File: src/rtl/rpn_pkg.sv
// Shared definitions for the RPN calculator core: opcodes, response error bit
// positions and the core FSM state encoding.
package rpn_pkg;

    localparam logic [2:0] OP_PUSH = 3'd0;
    localparam logic [2:0] OP_DROP = 3'd1;
    localparam logic [2:0] OP_ADD  = 3'd2;
    localparam logic [2:0] OP_SUB  = 3'd3;
    localparam logic [2:0] OP_MUL  = 3'd4;
    localparam logic [2:0] OP_DIV  = 3'd5;
    localparam logic [2:0] OP_SWAP = 3'd6;
    localparam logic [2:0] OP_DUP  = 3'd7;

    localparam int ERR_UNF  = 0;
    localparam int ERR_SOVF = 1;
    localparam int ERR_DIV0 = 2;
    localparam int ERR_AOVF = 3;

    typedef enum logic [0:0] {
        ST_IDLE    = 1'b0,
        ST_DIV_RUN = 1'b1
    } state_t;

endpackage

File: src/rtl/rpn_divider.sv
// Iterative restoring divider: one quotient bit per cycle, DATA_W cycles per divide.
// done and q are valid combinationally during the final step so the caller can commit that cycle.
module rpn_divider #(
    parameter int DATA_W = 8
) (
    input  logic              clk,
    input  logic              rst,
    input  logic              start,
    input  logic [DATA_W-1:0] a,
    input  logic [DATA_W-1:0] b,
    output logic              busy,
    output logic              done,
    output logic [DATA_W-1:0] q
);
    localparam int CW = $clog2(DATA_W);
    localparam logic [CW-1:0] LAST = CW'(DATA_W - 1);

    logic [DATA_W-1:0] rem;
    logic [DATA_W-1:0] quo;
    logic [DATA_W-1:0] dvs;
    logic [CW-1:0]     step;
    logic [DATA_W:0]   shifted;
    logic [DATA_W:0]   trial;
    logic [DATA_W-1:0] rem_next;
    logic [DATA_W-1:0] quo_next;

    // One restoring step; a set borrow bit in trial means the subtraction is undone.
    always_comb begin
        shifted = {rem, quo[DATA_W-1]};
        trial   = shifted - {1'b0, dvs};
        if (trial[DATA_W]) begin
            rem_next = shifted[DATA_W-1:0];
            quo_next = {quo[DATA_W-2:0], 1'b0};
        end else begin
            rem_next = trial[DATA_W-1:0];
            quo_next = {quo[DATA_W-2:0], 1'b1};
        end
    end

    assign done = busy && (step == LAST);
    assign q    = quo_next;

    // Operand capture on start, then one step per cycle until the last bit.
    always_ff @(posedge clk or posedge rst) begin
        if (rst) begin
            busy <= 1'b0;
            rem  <= '0;
            quo  <= '0;
            dvs  <= '0;
            step <= '0;
        end else if (start && !busy) begin
            busy <= 1'b1;
            rem  <= '0;
            quo  <= a;
            dvs  <= b;
            step <= '0;
        end else if (busy) begin
            rem  <= rem_next;
            quo  <= quo_next;
            step <= step + CW'(1);
            if (done) begin
                busy <= 1'b0;
            end
        end
    end

endmodule

File: src/rtl/rpn_stack_core.sv
// RPN evaluation core: register-array operand stack, combinational unsigned ALU,
// and a two-state FSM that stalls the command port while the iterative divider runs.
module rpn_stack_core
    import rpn_pkg::*;
#(
    parameter int DATA_W   = 8,
    parameter int DEPTH    = 8,
    parameter int SATURATE = 0
) (
    input  logic                         CLOCK_50,
    input  logic                         reset,
    input  logic                         cmd_valid,
    output logic                         cmd_ready,
    input  logic [2:0]                   cmd_op,
    input  logic [DATA_W-1:0]            cmd_data,
    output logic                         rsp_valid,
    output logic [3:0]                   rsp_err,
    output logic [DATA_W-1:0]            top,
    output logic [$clog2(DEPTH+1)-1:0]   depth
);
    localparam int CNT_W = $clog2(DEPTH + 1);
    localparam logic [CNT_W-1:0] FULL = CNT_W'(DEPTH);
    localparam logic [CNT_W-1:0] ONE  = CNT_W'(1);
    localparam logic [CNT_W-1:0] TWO  = CNT_W'(2);

    state_t             state;
    logic [DATA_W-1:0]  stack [DEPTH];
    logic [CNT_W-1:0]   idx_a;
    logic [CNT_W-1:0]   idx_b;
    logic [DATA_W-1:0]  opa;
    logic [DATA_W-1:0]  opb;
    logic [DATA_W:0]    sum;
    logic [DATA_W:0]    diff;
    logic [2*DATA_W-1:0] prod;
    logic [DATA_W-1:0]  alu_res;
    logic               aovf;
    logic [3:0]         err;
    logic               hard_err;
    logic               accept;
    logic               div_start;
    logic               div_busy;
    logic               div_done;
    logic [DATA_W-1:0]  div_q;

    assign accept    = cmd_valid && cmd_ready && (state == ST_IDLE);
    assign idx_b     = (depth >= ONE) ? depth - ONE : '0;
    assign idx_a     = (depth >= TWO) ? depth - TWO : '0;
    assign opb       = stack[idx_b];
    assign opa       = stack[idx_a];
    assign hard_err  = |err[2:0];
    assign div_start = accept && !hard_err && (cmd_op == OP_DIV);

    // Full-precision ALU, reduced to DATA_W by wrapping or clamping.
    always_comb begin
        sum  = {1'b0, opa} - {1'b0, opb} + {1'b0, opb} + {1'b0, opb};
        diff = {1'b0, opa} - {1'b0, opb};
        prod = {{DATA_W{1'b0}}, opa} * {{DATA_W{1'b0}}, opb};
        case (cmd_op)
            OP_ADD: begin
                aovf    = sum[DATA_W];
                alu_res = (aovf && SATURATE != 0) ? {DATA_W{1'b1}} : sum[DATA_W-1:0];
            end
            OP_SUB: begin
                aovf    = diff[DATA_W];
                alu_res = (aovf && SATURATE != 0) ? {DATA_W{1'b0}} : diff[DATA_W-1:0];
            end
            OP_MUL: begin
                aovf    = |prod[2*DATA_W-1:DATA_W];
                alu_res = (aovf && SATURATE != 0) ? {DATA_W{1'b1}} : prod[DATA_W-1:0];
            end
            default: begin
                aovf    = 1'b0;
                alu_res = {DATA_W{1'b0}};
            end
        endcase
    end

    // Precondition checks; arith_ovf is only a warning and never blocks the write.
    always_comb begin
        err = 4'b0000;
        case (cmd_op)
            OP_PUSH: err[ERR_SOVF] = (depth == FULL);
            OP_DROP: err[ERR_UNF]  = (depth == '0);
            OP_DUP: begin
                err[ERR_UNF]  = (depth == '0);
                err[ERR_SOVF] = (depth == FULL);
            end
            OP_DIV: begin
                err[ERR_UNF]  = (depth < TWO);
                err[ERR_DIV0] = (depth >= TWO) && (opb == {DATA_W{1'b0}});
            end
            OP_ADD, OP_SUB, OP_MUL: begin
                err[ERR_UNF]  = (depth < TWO);
                err[ERR_AOVF] = (depth >= TWO) && aovf;
            end
            OP_SWAP: err[ERR_UNF] = (depth < TWO);
            default: err = 4'b0000;
        endcase
    end

    rpn_divider #(.DATA_W(DATA_W)) u_div (
        .clk   (CLOCK_50),
        .rst   (reset),
        .start (div_start),
        .a     (opa),
        .b     (opb),
        .busy  (div_busy),
        .done  (div_done),
        .q     (div_q)
    );

    // Command FSM, stack update and registered response/status outputs.
    always_ff @(posedge CLOCK_50 or posedge reset) begin
        if (reset) begin
            state     <= ST_IDLE;
            cmd_ready <= 1'b1;
            rsp_valid <= 1'b0;
            rsp_err   <= 4'b0000;
            top       <= '0;
            depth     <= '0;
            for (int i = 0; i < DEPTH; i++) begin
                stack[i] <= '0;
            end
        end else begin
            rsp_valid <= 1'b0;
            rsp_err   <= 4'b0000;
            case (state)
                ST_IDLE: begin
                    if (accept) begin
                        if (hard_err) begin
                            rsp_valid <= 1'b1;
                            rsp_err   <= err;
                        end else if (cmd_op == OP_DIV) begin
                            state     <= ST_DIV_RUN;
                            cmd_ready <= 1'b0;
                        end else begin
                            rsp_valid <= 1'b1;
                            rsp_err   <= err;
                            case (cmd_op)
                                OP_PUSH: begin
                                    stack[depth] <= cmd_data;
                                    depth        <= depth + ONE;
                                    top          <= cmd_data;
                                end
                                OP_DROP: begin
                                    depth <= depth - ONE;
                                    top   <= (depth >= TWO) ? opa : {DATA_W{1'b0}};
                                end
                                OP_DUP: begin
                                    stack[depth] <= opb;
                                    depth        <= depth + ONE;
                                    top          <= opb;
                                end
                                OP_SWAP: begin
                                    stack[idx_a] <= opb;
                                    stack[idx_b] <= opa;
                                    top          <= opa;
                                end
                                default: begin
                                    stack[idx_a] <= alu_res;
                                    depth        <= depth - ONE;
                                    top          <= alu_res;
                                end
                            endcase
                        end
                    end
                end
                ST_DIV_RUN: begin
                    if (div_done) begin
                        stack[idx_a] <= div_q;
                        depth        <= depth - ONE;
                        top          <= div_q;
                        rsp_valid    <= 1'b1;
                        cmd_ready    <= 1'b1;
                        state        <= ST_IDLE;
                    end else if (!div_busy) begin
                        cmd_ready <= 1'b1;
                        state     <= ST_IDLE;
                    end
                end
                default: begin
                    cmd_ready <= 1'b1;
                    state     <= ST_IDLE;
                end
            endcase
        end
    end

endmodule

File: config.mk
export PLATFORM = sky130hd
export DESIGN_NAME = rpn_stack_core
export DESIGN_NICKNAME = d
export VERILOG_FILES = /design/src/rtl/rpn_pkg.sv /design/src/rtl/rpn_divider.sv /design/src/rtl/rpn_stack_core.sv
export SDC_FILE = /design/constraint.sdc
export NUM_CORES = 1
export LEC_CHECK = 0
export CAP_MARGIN = 10
export CORE_ASPECT_RATIO = 0.75
export CORE_MARGIN = 1
export CORE_UTILIZATION = 59
export CTS_BUF_LIST = sky130_fd_sc_hd__clkbuf_2
export DETAILED_ROUTE_END_ITERATION = 8
export GPL_ROUTABILITY_DRIVEN = 1
export GPL_TIMING_DRIVEN = 1
export PLACE_DENSITY = 0.8
export SYNTH_ARGS = -nofsm -noshare
export SYNTH_HDL_FRONTEND = slang
export SYNTH_SLANG_ARGS = --single-unit
File: constraint.sdc
create_clock -name CLOCK_50 -period 7.15 [get_ports CLOCK_50]
set_clock_uncertainty 0.15 [all_clocks]
set_input_delay 1.43 -clock CLOCK_50 [delete_from_list [all_inputs] [get_ports CLOCK_50]]
set_output_delay 1.43 -clock CLOCK_50 [all_outputs]
set_load 0.005 [all_outputs]
* Yosys cells after proc, flatten, opt, wreduce, memory -nomap -nowiden
Cells that the tools add are included.
Cells by class: $add $sub $neg 8, multiply operators 1, magnitude comparators 9, eq/ne operators 17, multiplexer cells 77, bitwise operators 4, reduce and logical (&&, ||, !) cells 27
Operators with widths (number):
- $bwmux W64 | 6
- $mux W64 | 4
- $pmux W64 S4 | 1
- $mux W8 | 17
- $pmux W64 S2 | 1
- $demux W8 S3 | 3
- $bmux W8 S3 | 2
- $mux W4 | 10
- $pmux W8 S4 | 1
- $pmux W8 S3 | 1
- $mux W1 | 21
- $add A9 B8 Y9 | 2
- $mul A8 B8 Y16 | 1
- $pmux W4 S2 | 2
- $pmux W8 S2 | 1
- $eq A3 B3 Y1 const B | 5
- $ge A5 B4 Y1 const B | 3
- $lt A5 B1 Y1 const B | 3
- $not A4 Y5 | 3
- $logic_and A1 B1 Y1 | 11
- $ne A2 B2 Y1 const B | 5
- $reduce_and A5 Y1 | 2
- $sub A8 B8 Y9 | 1
- $sub A9 B8 Y9 | 1
- other kinds (26) | 36
Storage, ports and cells: flip-flop bits (word level) 111, input port bits 14, output and inout port bits 18

* Depth between registers and ports, before layout
Gate-level depths: netlist of the first run.
depth in word-level cells 16, depth in mapped cells 31, depth with buffers taken out 26

* Modules after synthesis
From an unflattened synthesis of the first run, not the netlist that was laid out.
Second synthesis, totals: cell total of the unflattened synthesis 1639, area total of the unflattened synthesis 13030.0 um^2
By module, submodules not included:
- rpn_stack_core | times used 1, cells each 1452, area each 11278.3 um^2
- rpn_divider | times used 1, cells each 187, area each 1751.7 um^2

* Worst setup path before layout of the first run
No wires, ideal clock.
path kind flip-flop to flip-flop, start register depth[0], end register rsp_err[3], arrival time 7.141 ns, setup slack -0.263 ns, cell stages (with the launch flop) 26, period minus slack after synthesis 7.413 ns, cell sequence dfrtp_1 buf_2 inv_1 clkbuf_1 clkbuf_1 ha_1 or4b_4 nand2_1 mux4_2 o221a_4 clkbuf_1 ha_1 inv_1 fa_1 fa_1 fa_1 fa_1 inv_1 ha_1 or3_1 o21ai_0 o21ai_0 o41a_1 xnor2_1 nand4_1 a32o_1
On the way: longest elaborated chain between the ends 16
RTL lines:
- start: declaration | line rpn_stack_core.sv:19 | output logic [$clog2(DEPTH+1)-1:0] depth
- start signal: assignment | line rpn_stack_core.sv:142 | depth <= depth + ONE;
- start signal: assignment | line rpn_stack_core.sv:146 | depth <= depth - ONE;
- start signal: assignment | line rpn_stack_core.sv:151 | depth <= depth + ONE;
- $sub A4 B1 Y4 or $ge A4 B1 Y1 (tied branches) | line rpn_stack_core.sv:46 | assign idx_b = (depth >= ONE) ? depth - ONE : '0;
- $mux W4 * | line rpn_stack_core.sv:46
- $not A4 Y5 (not written as such) * | line rpn_stack_core.sv:48 | assign opb = stack[idx_b];
- $bmux W8 S3 * | line rpn_stack_core.sv:48
- $mux W8 (not written as such) * (2 in series) | line rpn_stack_core.sv:48
- named net opb[4] | line rpn_stack_core.sv:31 | logic [DATA_W-1:0] opb;
- $sub A8 B8 Y9 | line rpn_stack_core.sv:55, rpn_stack_core.sv:56
- $add A9 B8 Y9 (2 in series) | line rpn_stack_core.sv:55 | sum = {1'b0, opa} - {1'b0, opb} + {1'b0, opb} + {1'b0, opb};
- $pmux W1 S3 | line rpn_stack_core.sv:58 | case (cmd_op)
- $logic_and A1 B1 Y1 | line rpn_stack_core.sv:94 | err[ERR_AOVF] = (depth >= TWO) && aovf;
- $mux W1 | line rpn_stack_core.sv:81 | case (cmd_op)
- $mux W4 | line rpn_stack_core.sv:133 | end else if (cmd_op == OP_DIV) begin
- $mux W4 * | line rpn_stack_core.sv:130 | if (hard_err) begin
- $mux W4 * | line rpn_stack_core.sv:129 | if (accept) begin
- $mux W4 * | line rpn_stack_core.sv:127 | case (state)
- end signal: assignment | line rpn_stack_core.sv:132 | rsp_err <= err;
- end signal: assignment | line rpn_stack_core.sv:138 | rsp_err <= err;
- end: declaration | line rpn_stack_core.sv:17 | output logic [3:0] rsp_err,
Mark *: on every way through the listed nets, which the timed path passes. The rest lies on a longest branch. The select of a mux whose other input is x is not followed. A chain may end at the register's enable or synchronous reset.

* Worst setup path in the final report of the first run
start register depth[1], end register stack[52] (netlist name)
On the way: longest elaborated chain between the ends 16
RTL lines:
- $sub A4 B2 Y4 (tied with other cells) | line rpn_stack_core.sv:47 | assign idx_a = (depth >= TWO) ? depth - TWO : '0;
- $mux W4 (on tied branches) | line rpn_stack_core.sv:47, rpn_stack_core.sv:46
- $not A4 Y5 (on tied branches)
- $bmux W8 S3 (on tied branches) | line rpn_stack_core.sv:49, rpn_stack_core.sv:48
- $mux W8 (on tied branches) (2 in series) | line rpn_stack_core.sv:49, rpn_stack_core.sv:48
- $sub A8 B8 Y9 | line rpn_stack_core.sv:55, rpn_stack_core.sv:56
- $add A9 B8 Y9 (2 in series) | line rpn_stack_core.sv:55
- $pmux W8 S3 | line rpn_stack_core.sv:58
- $bwmux W64 | line rpn_stack_core.sv:160 | stack[idx_a] <= alu_res;
- $pmux W64 S4 | line rpn_stack_core.sv:139 | case (cmd_op)
- $mux W64 | line rpn_stack_core.sv:133
- $mux W64 | line rpn_stack_core.sv:130
- $mux W64 | line rpn_stack_core.sv:129
- $pmux W64 S2 | line rpn_stack_core.sv:127
- end signal: indexed assignment | line rpn_stack_core.sv:141 | stack[depth] <= cmd_data;
- end signal: indexed assignment | line rpn_stack_core.sv:150 | stack[depth] <= opb;
- end signal: indexed assignment | line rpn_stack_core.sv:155 | stack[idx_a] <= opb;
- end: declaration | line rpn_stack_core.sv:27 | logic [DATA_W-1:0] stack [DEPTH];
Parallel ways exist; a longest one is shown, timed or not. The select of a mux whose other input is x is not followed.

==> results.md, run 1 <==
- The flow ran to the end, but the final reports show violations.
- The final reports fail on capacitance limit, slew limit, setup timing.
- Detailed placement finished with a half-perimeter wire length of roughly 42000 um.
- The initial antenna violation count was 3.
- The number of maximum-capacitance violations is 1.
- Grouping stages by cell kind, the critical path spends the most delay in adder cells.
- The sum of buffers and inverters on the critical path is 4.
- The top flip-flop cell by instance count after synthesis is sky130_fd_sc_hd__dfrtp_1.
- The clock passes through at most 2 buffers.
- In the post-route analysis, the smallest setup slack over all paths is -0.07658 ns.
- The signal on the critical path passes through buf_4 -> ha_1 -> nor4_4 -> or2_2 -> mux2_2 -> a311o_1 -> buf_4 -> and2_1 -> ha_1 -> ha_1 -> inv_1 -> fa_1 -> inv_1 -> ha_1 -> fa_1 -> nand2_1 -> o21ai_0 -> a221oi_1 -> nor2_1 -> a221oi_1 -> o21ai_0.
- The commonest cells after synthesis are sky130_fd_sc_hd__nand2_1, sky130_fd_sc_hd__nor2_1, sky130_fd_sc_hd__a21oi_1.
- The share of synthesized area in the top cell type comes to 0.2152.
- For flop-to-flop paths, the worst setup slack is -0.08 ns.
- In this run, synthesis produced a sequential element count of approximately 110.
- The number of nets at the end of the flow is 1802.
- For this block, the routed nets add up to between 50000 and 60000 um of wire.
- For this run, the detailed router's first-pass iteration total came to 8.
- TritonCTS built the clock tree.
- The routability-driven placement congestion ratio is between 1 and 1.5.
- The netlist area before placement is around 13000 um2.
- Once layout is complete, the utilization of the core stands at 0.6524.
- The average instance in the mapped netlist occupies around 7.7 um2.
- During placement, the flow inserted port buffers numbering 31.
- The master cell of the clock root buffer is sky130_fd_sc_hd__clkbuf_2.
- The worst register-to-register path begins at depth[1]$_DFFE_PP0P_.
- The growth of design area from synthesis to finish is 8.032%.
- The starting density of the core is 0.6039.
- In this design, the stage delay of the slowest critical-path cell is roughly 1.2 ns.
- The synthesized netlist contains 87 unique library cells.
- The worst reg2reg path depth is 21.
- The destination of the worst hold path is u_div.step[0]$_DFFE_PP0P_.
- The number of placement rows is 46.
- The via count of the first global-routing pass was ~13000.
- The endpoint class of the critical path is a flop.
- The worst hold path stage count is 1.
- The worst setup slack after placement is -0.04866 ns.
- The total of endpoints with negative setup slack in the final report is 1.
- After technology mapping, the gate count stands at roughly 1700.
- On the final layout, the worst hold slack is 0.3575 ns.
- The clock transition at the register clock pins on the worst setup and hold paths after CTS is ~0.44 ns.
- The width of the die is about 170 um.
- Clock tree synthesis found a total of between 100 and 150 sinks.
- The source-to-sink clock delay at the later pin of the worst-skew pair is 0.75 ns.
- After detailed routing, the number of vias per cell comes to between 7 and 8.
- The critical hold path startpoint is u_div.step[0]$_DFFE_PP0P_.
- The combined area of the multi-input logic cells is about 9000 um2.
- The pin count of the biggest net entering global routing is 74.
- Setup repair after global routing left no endpoint under its margin.
- Derived from the worst setup path, the maximum achievable clock frequency is 138.4 MHz.
- The final-report hold violation count came to 0.
- The capture point of the worst reg-to-reg path is stack[52]$_DFFE_PP0P_.
- The leading area contributor after synthesis is sky130_fd_sc_hd__dfrtp_1.
- From bottom edge to top edge, the die measures between 100 and 150 um.
- In the post-synthesis netlist, the biggest area contributors are sky130_fd_sc_hd__dfrtp_1, sky130_fd_sc_hd__ha_1, sky130_fd_sc_hd__fa_1, sky130_fd_sc_hd__nand2_1, sky130_fd_sc_hd__a21oi_1.
- The wire length of the first global-routing pass is about 84000 um.
- The transition time of the tightest slew-check pin is around 1.5 ns.
- Adding up every negative setup slack in the final design gives -0.07658 ns.
- Global routing finished with a remaining overflow of 0.
- The total CTS buffers is 9.
- The floorplan die area is ~22000 um2.
- The area of the placeable core is 21180 um2.
- The number of logic stages on the critical path including buffering is 21.
- The number of H-tree branching levels is 3.
- The type of the worst setup path is flop to flop.
- The total count of max-transition violations in the final report is 8.
- The net count after synthesis is 1796.
- Counting the fill cells in the layout gives roughly 1800.
- For this block, the initial DRC count from the detailed router was just under 3000.
- Dividing the final minimum period by the clock period gives 1.011.
- The endpoint required time on the critical path is between 7 and 8 ns.
- The most common cell in the synthesized netlist is sky130_fd_sc_hd__nand2_1.
- The kind of path behind the tightest hold check is flop to flop.
- For this run, design rule violations remaining after detail routing come to 0.
- The routed design could run at a clock period as short as 7.227 ns.
- Along the worst path, the maximum fanout reaches 18.
- The portion of the post-synthesis area used by sequential elements is 0.2173.
- Dividing the detail-routed wire length by the instance count gives roughly 30 um.
- The standard cell with the maximum stage delay on the critical path is sky130_fd_sc_hd__nor2_1.
- For this run, the total global-route usage over all layers was measured as 0.5204.
- Of all flip-flops after synthesis, the portion carrying an async set or reset was 1.000.
- The number of placed I/O pins is 32.
- The dominant cell type by count on the critical path is sky130_fd_sc_hd__ha_1.
- The arrival time reported for the critical path endpoint is 7.73 ns.
- Yosys printed 0 warnings.
- The startpoint type of the worst setup path is a flop.
- The worst pin sits at a relative slew slack of -0.006079.
- Once detail routing completed, the nets flagged for antenna violations numbered 0.
- The share of final-layout standard cells stronger than drive strength 1 is 0.1087.
- Across the whole layout, storage elements account for roughly 2800 um2.
- The via count is around 15000.
- The number of enable-type register cells in the synthesized netlist is 0.
==> flip-flops by register name (all words and copies together) (netlist names) <==
name        count
stack          64
top             8
u_div.dvs       8
u_div.quo       8
u_div.rem       8
depth           4
rsp_err         4
u_div.step      3
cmd_ready       1
rsp_valid       1
state           1
u_div.busy      1
==> per-stage QoR <==
step	std cells	cell area (um2)
after detailed placement	1941	13580
after global placement	1941	13580
after global routing	1964	13810
final	1965	13820
after CTS	1957	13740
after floorplan	1664	12800
==> cell usage in the layout (no fill, tap or decap), types with 9 or more instances in the layout <==
master	n
sky130_fd_sc_hd__clkbuf_2	9
sky130_fd_sc_hd__a21oi_1	141
sky130_fd_sc_hd__o31ai_1	13
sky130_fd_sc_hd__dfrtp_1	108
sky130_fd_sc_hd__nor3_1	27
sky130_fd_sc_hd__and2_1	25
sky130_fd_sc_hd__o22ai_1	21
sky130_fd_sc_hd__and3_1	15
sky130_fd_sc_hd__a21o_1	12
sky130_fd_sc_hd__clkdlybuf4s50_1	31
sky130_fd_sc_hd__nand2_1	197
sky130_fd_sc_hd__o211ai_1	34
sky130_fd_sc_hd__or2_2	9
sky130_fd_sc_hd__mux2_2	20
sky130_fd_sc_hd__o2111ai_1	9
sky130_fd_sc_hd__ha_1	78
sky130_fd_sc_hd__fa_1	39
sky130_fd_sc_hd__xnor2_1	16
sky130_fd_sc_hd__o21a_1	14
sky130_fd_sc_hd__a31oi_1	42
sky130_fd_sc_hd__buf_4	84
sky130_fd_sc_hd__nor2_1	145
sky130_fd_sc_hd__a22oi_1	15
sky130_fd_sc_hd__o21ai_1	19
sky130_fd_sc_hd__o221ai_1	27
sky130_fd_sc_hd__a22o_1	11
sky130_fd_sc_hd__nand2b_1	14
sky130_fd_sc_hd__xor2_1	11
sky130_fd_sc_hd__inv_1	105
sky130_fd_sc_hd__nand3_1	36
sky130_fd_sc_hd__a221oi_1	20
sky130_fd_sc_hd__o21ai_0	111
sky130_fd_sc_hd__mux2i_1	43
sky130_fd_sc_hd__a211oi_1	18
==> metal layers <==
layer | routed length [um] | GRT usage | vias to the layer above
li1 | - | - | 6078
met1 | 21810 | 0.7069 | 6874
met2 | 21440 | 0.6599 | 1479
met3 | 11590 | 0.2749 | 310
met4 | 3239 | 0.2379 | 8
met5 | 202 | 0.07609 | -
==> kinds of logic after synthesis <==
family | after synthesis | share of synthesized area
compound gates | 587 | 0.3057
simple gates | 515 | 0.1843
fa+ha+maj | 118 | 0.1383
buf+inv | 236 | 0.07425
flops | 111 | 0.2173
mux | 69 | 0.06095
xor+xnor | 28 | 0.01917
==> worst max-delay path by stage <==
stage                                    start                    end
final                     depth[1]$_DFFE_PP0P_  stack[52]$_DFFE_PP0P_
after global routing      depth[1]$_DFFE_PP0P_  stack[52]$_DFFE_PP0P_
after CTS                 depth[0]$_DFFE_PP0P_   rsp_err[3]$_DFF_PP0_
after detailed placement  depth[0]$_DFFE_PP0P_   rsp_err[3]$_DFF_PP0_
after global placement    depth[0]$_DFFE_PP0P_   rsp_err[3]$_DFF_PP0_
after floorplan           depth[0]$_DFFE_PP0P_   rsp_err[3]$_DFF_PP0_
==> repair_timing <==
| action | CTS | global route |
|---|---|---|
| buffers inserted | 0 | 6 |
| pin swaps | 0 | 2 |
| hold buffers | 0 | 0 |
| setup endpoints to repair | 1 | 5 |
| resized for setup | 3 | 9 |
| hold endpoints to repair | 0 | 0 |
==> cell type report <==
cell class,instances,share of cell area
clock buffer,9,0.003260
sequential,111,0.2013
antenna,2,0.0003622
clock inverter,7,0.007335
tap,288,0.02608
inverter,113,0.03106
timing repair buffer,118,0.07054
multi-input combinational,1317,0.6601
Power of run 1 is not shown: default switching activity piles up to over one toggle a cycle in this logic, so the estimate is an artifact.
==> inputs of run 2 (changes only) <==
--- a/config.mk
+++ b/config.mk
@@ -7,7 +7,6 @@
 export LEC_CHECK = 0
 export CAP_MARGIN = 10
 export CORE_ASPECT_RATIO = 0.75
-export CORE_MARGIN = 1
 export CORE_UTILIZATION = 59
 export CTS_BUF_LIST = sky130_fd_sc_hd__clkbuf_2
 export DETAILED_ROUTE_END_ITERATION = 8
==> constraint.sdc (replaced) <==
create_clock -name CLOCK_50 -period 7.15 [get_ports CLOCK_50]
set_clock_uncertainty 0.15 [all_clocks]
set_input_delay 2.145 -clock CLOCK_50 [delete_from_list [all_inputs] [get_ports CLOCK_50]]
set_output_delay 2.145 -clock CLOCK_50 [all_outputs]
set_load 0.005 [all_outputs]
==> results.md, run 2 (synthesis gave the netlist of run 1 again) <==
- The run finished, with violations left.
- The final reports fail on DRC.
- The master cell of the clock root buffer is sky130_fd_sc_hd__clkbuf_2.
- The transition time of the tightest slew-check pin is roughly 1.4 ns.
- The most frequent standard cell in the layout excluding fill and tap cells is sky130_fd_sc_hd__nand2_1.
- The final route contains roughly 15000 vias.
- The average wire per cell in the routed design is approximately 30 um.
- For this run, the post-layout net count is approximately 1800.
- The worst setup path is captured at a flop.
- The via count of the first global-routing pass is 13133.
- The pin count of the biggest net entering global routing is 57.
- The final layout contains routed wiring with a total length of 58380 um.
- At the placement stage, the worst setup path has a slack of approximately 0.22 ns.
- Derived from the worst setup path, the maximum achievable clock frequency is 143.3 MHz.
- The width of the die is about 170 um.
- The area of the placeable core is between 20000 and 25000 um2.
- Pin placement for this block handled 32 I/O pins.
- For this run, design rule violations remaining after detail routing come to 24.
- Of the cells placed in the final design, the portion with a size suffix greater than 1 is 0.1038.
- Counting both buffers and inverters, the worst setup path holds a total of 8.
- The clock transition at the register clock pins on the worst setup and hold paths after CTS is between 0.3 and 0.4 ns.
- Subtracting the final worst setup slack from the clock period gives 6.976 ns.
- At the worst endpoint, the required time is 7.70 ns.
- No sink is reached through more buffers than the 2 on the longest clock path.
- For this run, the total global-route usage over all layers was measured as 0.5243.
- Setup total negative slack on the finished layout was measured at 0 ns.
- Routability-driven placement finished with a final weighted congestion of between 1 and 1.5.
- The source-to-sink clock delay at the later pin of the worst-skew pair is about 0.77 ns.
- The initialized floorplan defines 46 standard-cell rows.
- The total of endpoints with negative setup slack in the final report is 0.
- The initial antenna violation count is 2.
- The dominant cell type by count on the critical path is sky130_fd_sc_hd__inv_1.
- At the end of the flow the core is filled with cells to 0.6493.
- In this run the tool buffered the top-level ports with 31 buffer cells.
- The arrival time reported for the critical path endpoint is 7.53 ns.
- Counting the fill cells in the layout gives 1885.
- For this block, the initial DRC count from the detailed router was 2740.
- Summed over all nets, the half-perimeter wirelength after detailed placement is 40760 um.
- The initial utilization of the core area, before any placement, comes to 0.6039.
- The maximum cell stage delay along the critical path is ~0.55 ns.
- The floorplan step set the die height to 129.5 um.
- Setup repair after global routing left no endpoint under its margin.
- Max-cap violations in this run came to 0.
- The detailed-route vias per instance is 7.500.
- The final antenna-violating net count is 0.
- More flip-flops sit in one register than any other, and that register is stack.
- The standard cell with the maximum stage delay on the critical path is sky130_fd_sc_hd__fa_1.
- Grouping stages by cell kind, the critical path spends the most delay in adder cells.
- The library cells used most frequently in the layout, excluding fill and tap cells, are sky130_fd_sc_hd__nand2_1, sky130_fd_sc_hd__nor2_1, sky130_fd_sc_hd__a21oi_1.
- The total clock sinks is 111.
- The wire length of the first global-routing pass is about 84000 um.
- The CTS tree is yes.
- The total CTS buffers is 9.
- Dividing the final minimum period by the clock period gives 0.9757.
- The final-report hold violation count came to 0.
- The floorplan step defined a die boundary enclosing approximately 22000 um2.
- Relative to the synthesized area, the layout overhead comes to 7.523%.
- Along the worst path, the maximum fanout reaches 17.
- The total iterations of the first detailed-routing run is 9.
- The relative max-transition margin is 0.05891.
- The total count of max-transition violations in the final report is 0.
- The post-layout worst setup margin is roughly 0.17 ns.
- The clock tree synthesis step divided the H-tree into 3 levels.
- The overflow left after global routing is 0.
- In this run the worst hold path is classified as flop to flop.
- The flip-flop count of the largest register after layout is 64.
- The type of the worst setup path is flop to flop.
- The startpoint type of the worst setup path is a flop.
## run 2: path summary, 6_finish.rpt
path / startpoint / end / slack (ns) / cells after the start
max: depth[1]$_DFFE_PP0P_ / stack[55]$_DFFE_PP0P_ / 0.17 / 26
min: u_div.step[0]$_DFFE_PP0P_ / u_div.step[0]$_DFFE_PP0P_ / 0.36 / 1
max reg2reg: depth[1]$_DFFE_PP0P_ / stack[55]$_DFFE_PP0P_ / 0.17 / 26
min reg2reg: u_div.step[0]$_DFFE_PP0P_ / u_div.step[0]$_DFFE_PP0P_ / 0.36 / 1
max in group asynchronous: reset / depth[0]$_DFFE_PP0P_ / 4.09 / 3
min in group asynchronous: reset / stack[51]$_DFFE_PP0P_ / 1.61 / 2
## run 2: worst reg2reg max path: stages, from the launching register on
cell and delay (ns):
sky130_fd_sc_hd__dfrtp_1 0.45, sky130_fd_sc_hd__buf_4 0.22, sky130_fd_sc_hd__ha_1 0.29, sky130_fd_sc_hd__nor4_4 0.17, sky130_fd_sc_hd__buf_4 0.30, sky130_fd_sc_hd__nor2_1 0.15, sky130_fd_sc_hd__a221oi_1 0.29, sky130_fd_sc_hd__a22o_1 0.30
sky130_fd_sc_hd__buf_4 0.36, sky130_fd_sc_hd__nand2_1 0.13, sky130_fd_sc_hd__fa_1 0.55, sky130_fd_sc_hd__inv_1 0.05, sky130_fd_sc_hd__ha_1 0.29, sky130_fd_sc_hd__inv_1 0.07, sky130_fd_sc_hd__fa_1 0.42, sky130_fd_sc_hd__fa_1 0.49
sky130_fd_sc_hd__inv_1 0.04, sky130_fd_sc_hd__ha_1 0.33, sky130_fd_sc_hd__o21ai_0 0.30, sky130_fd_sc_hd__nor2_2 0.11, sky130_fd_sc_hd__nor2_1 0.25, sky130_fd_sc_hd__a21oi_1 0.12, sky130_fd_sc_hd__inv_1 0.13, sky130_fd_sc_hd__a311oi_4 0.07
sky130_fd_sc_hd__buf_6 0.24, sky130_fd_sc_hd__or3_1 0.40, sky130_fd_sc_hd__a41oi_1 0.27
## run 2: cell type report
class | count | area (um2) | share of cell area
well taps | 288 | 360.3 | 0.02620
diodes | 4 | 10.01 | 0.0007279
inverters | 113 | 429.2 | 0.03121
multi-input cells | 1317 | 9119 | 0.6631
repair buffers | 110 | 908.4 | 0.06605
clock buffers | 9 | 45.04 | 0.003275
clock inverters | 7 | 98.84 | 0.007188
flip-flops and latches | 111 | 2781 | 0.2023
## run 2: per-stage QoR
| step | hold slack [ns] | cells | instance area (um2) |
|---|---|---|---|
| after floorplan | 0.3050 | 1664 | 12800 |
| after global placement | 0.3170 | 1936 | 13540 |
| after detailed placement | 0.3266 | 1937 | 13550 |
| after CTS | 0.3578 | 1953 | 13690 |
| after global routing | 0.3809 | 1956 | 13740 |
| final | 0.3555 | 1959 | 13750 |
## run 2: timing repair
action,CTS,global route
endpoints found under the hold margin,0,0
gates resized for setup,0,10
buffers inserted,0,1
hold buffers,0,0
setup endpoints to repair,0,8
## run 2: metal layers
layer  vias to the layer above  share of wire  track usage  wire, um
li1                       6063              -            -         -
met1                      6846           0.38       0.6992     22050
met2                      1432           0.36       0.6558     21080
met3                       345           0.19       0.2755     10980
met4                         6          0.069       0.2946      4019
met5                         -         0.0043      0.08043       253
Power of run 2 is left out for the same reason.
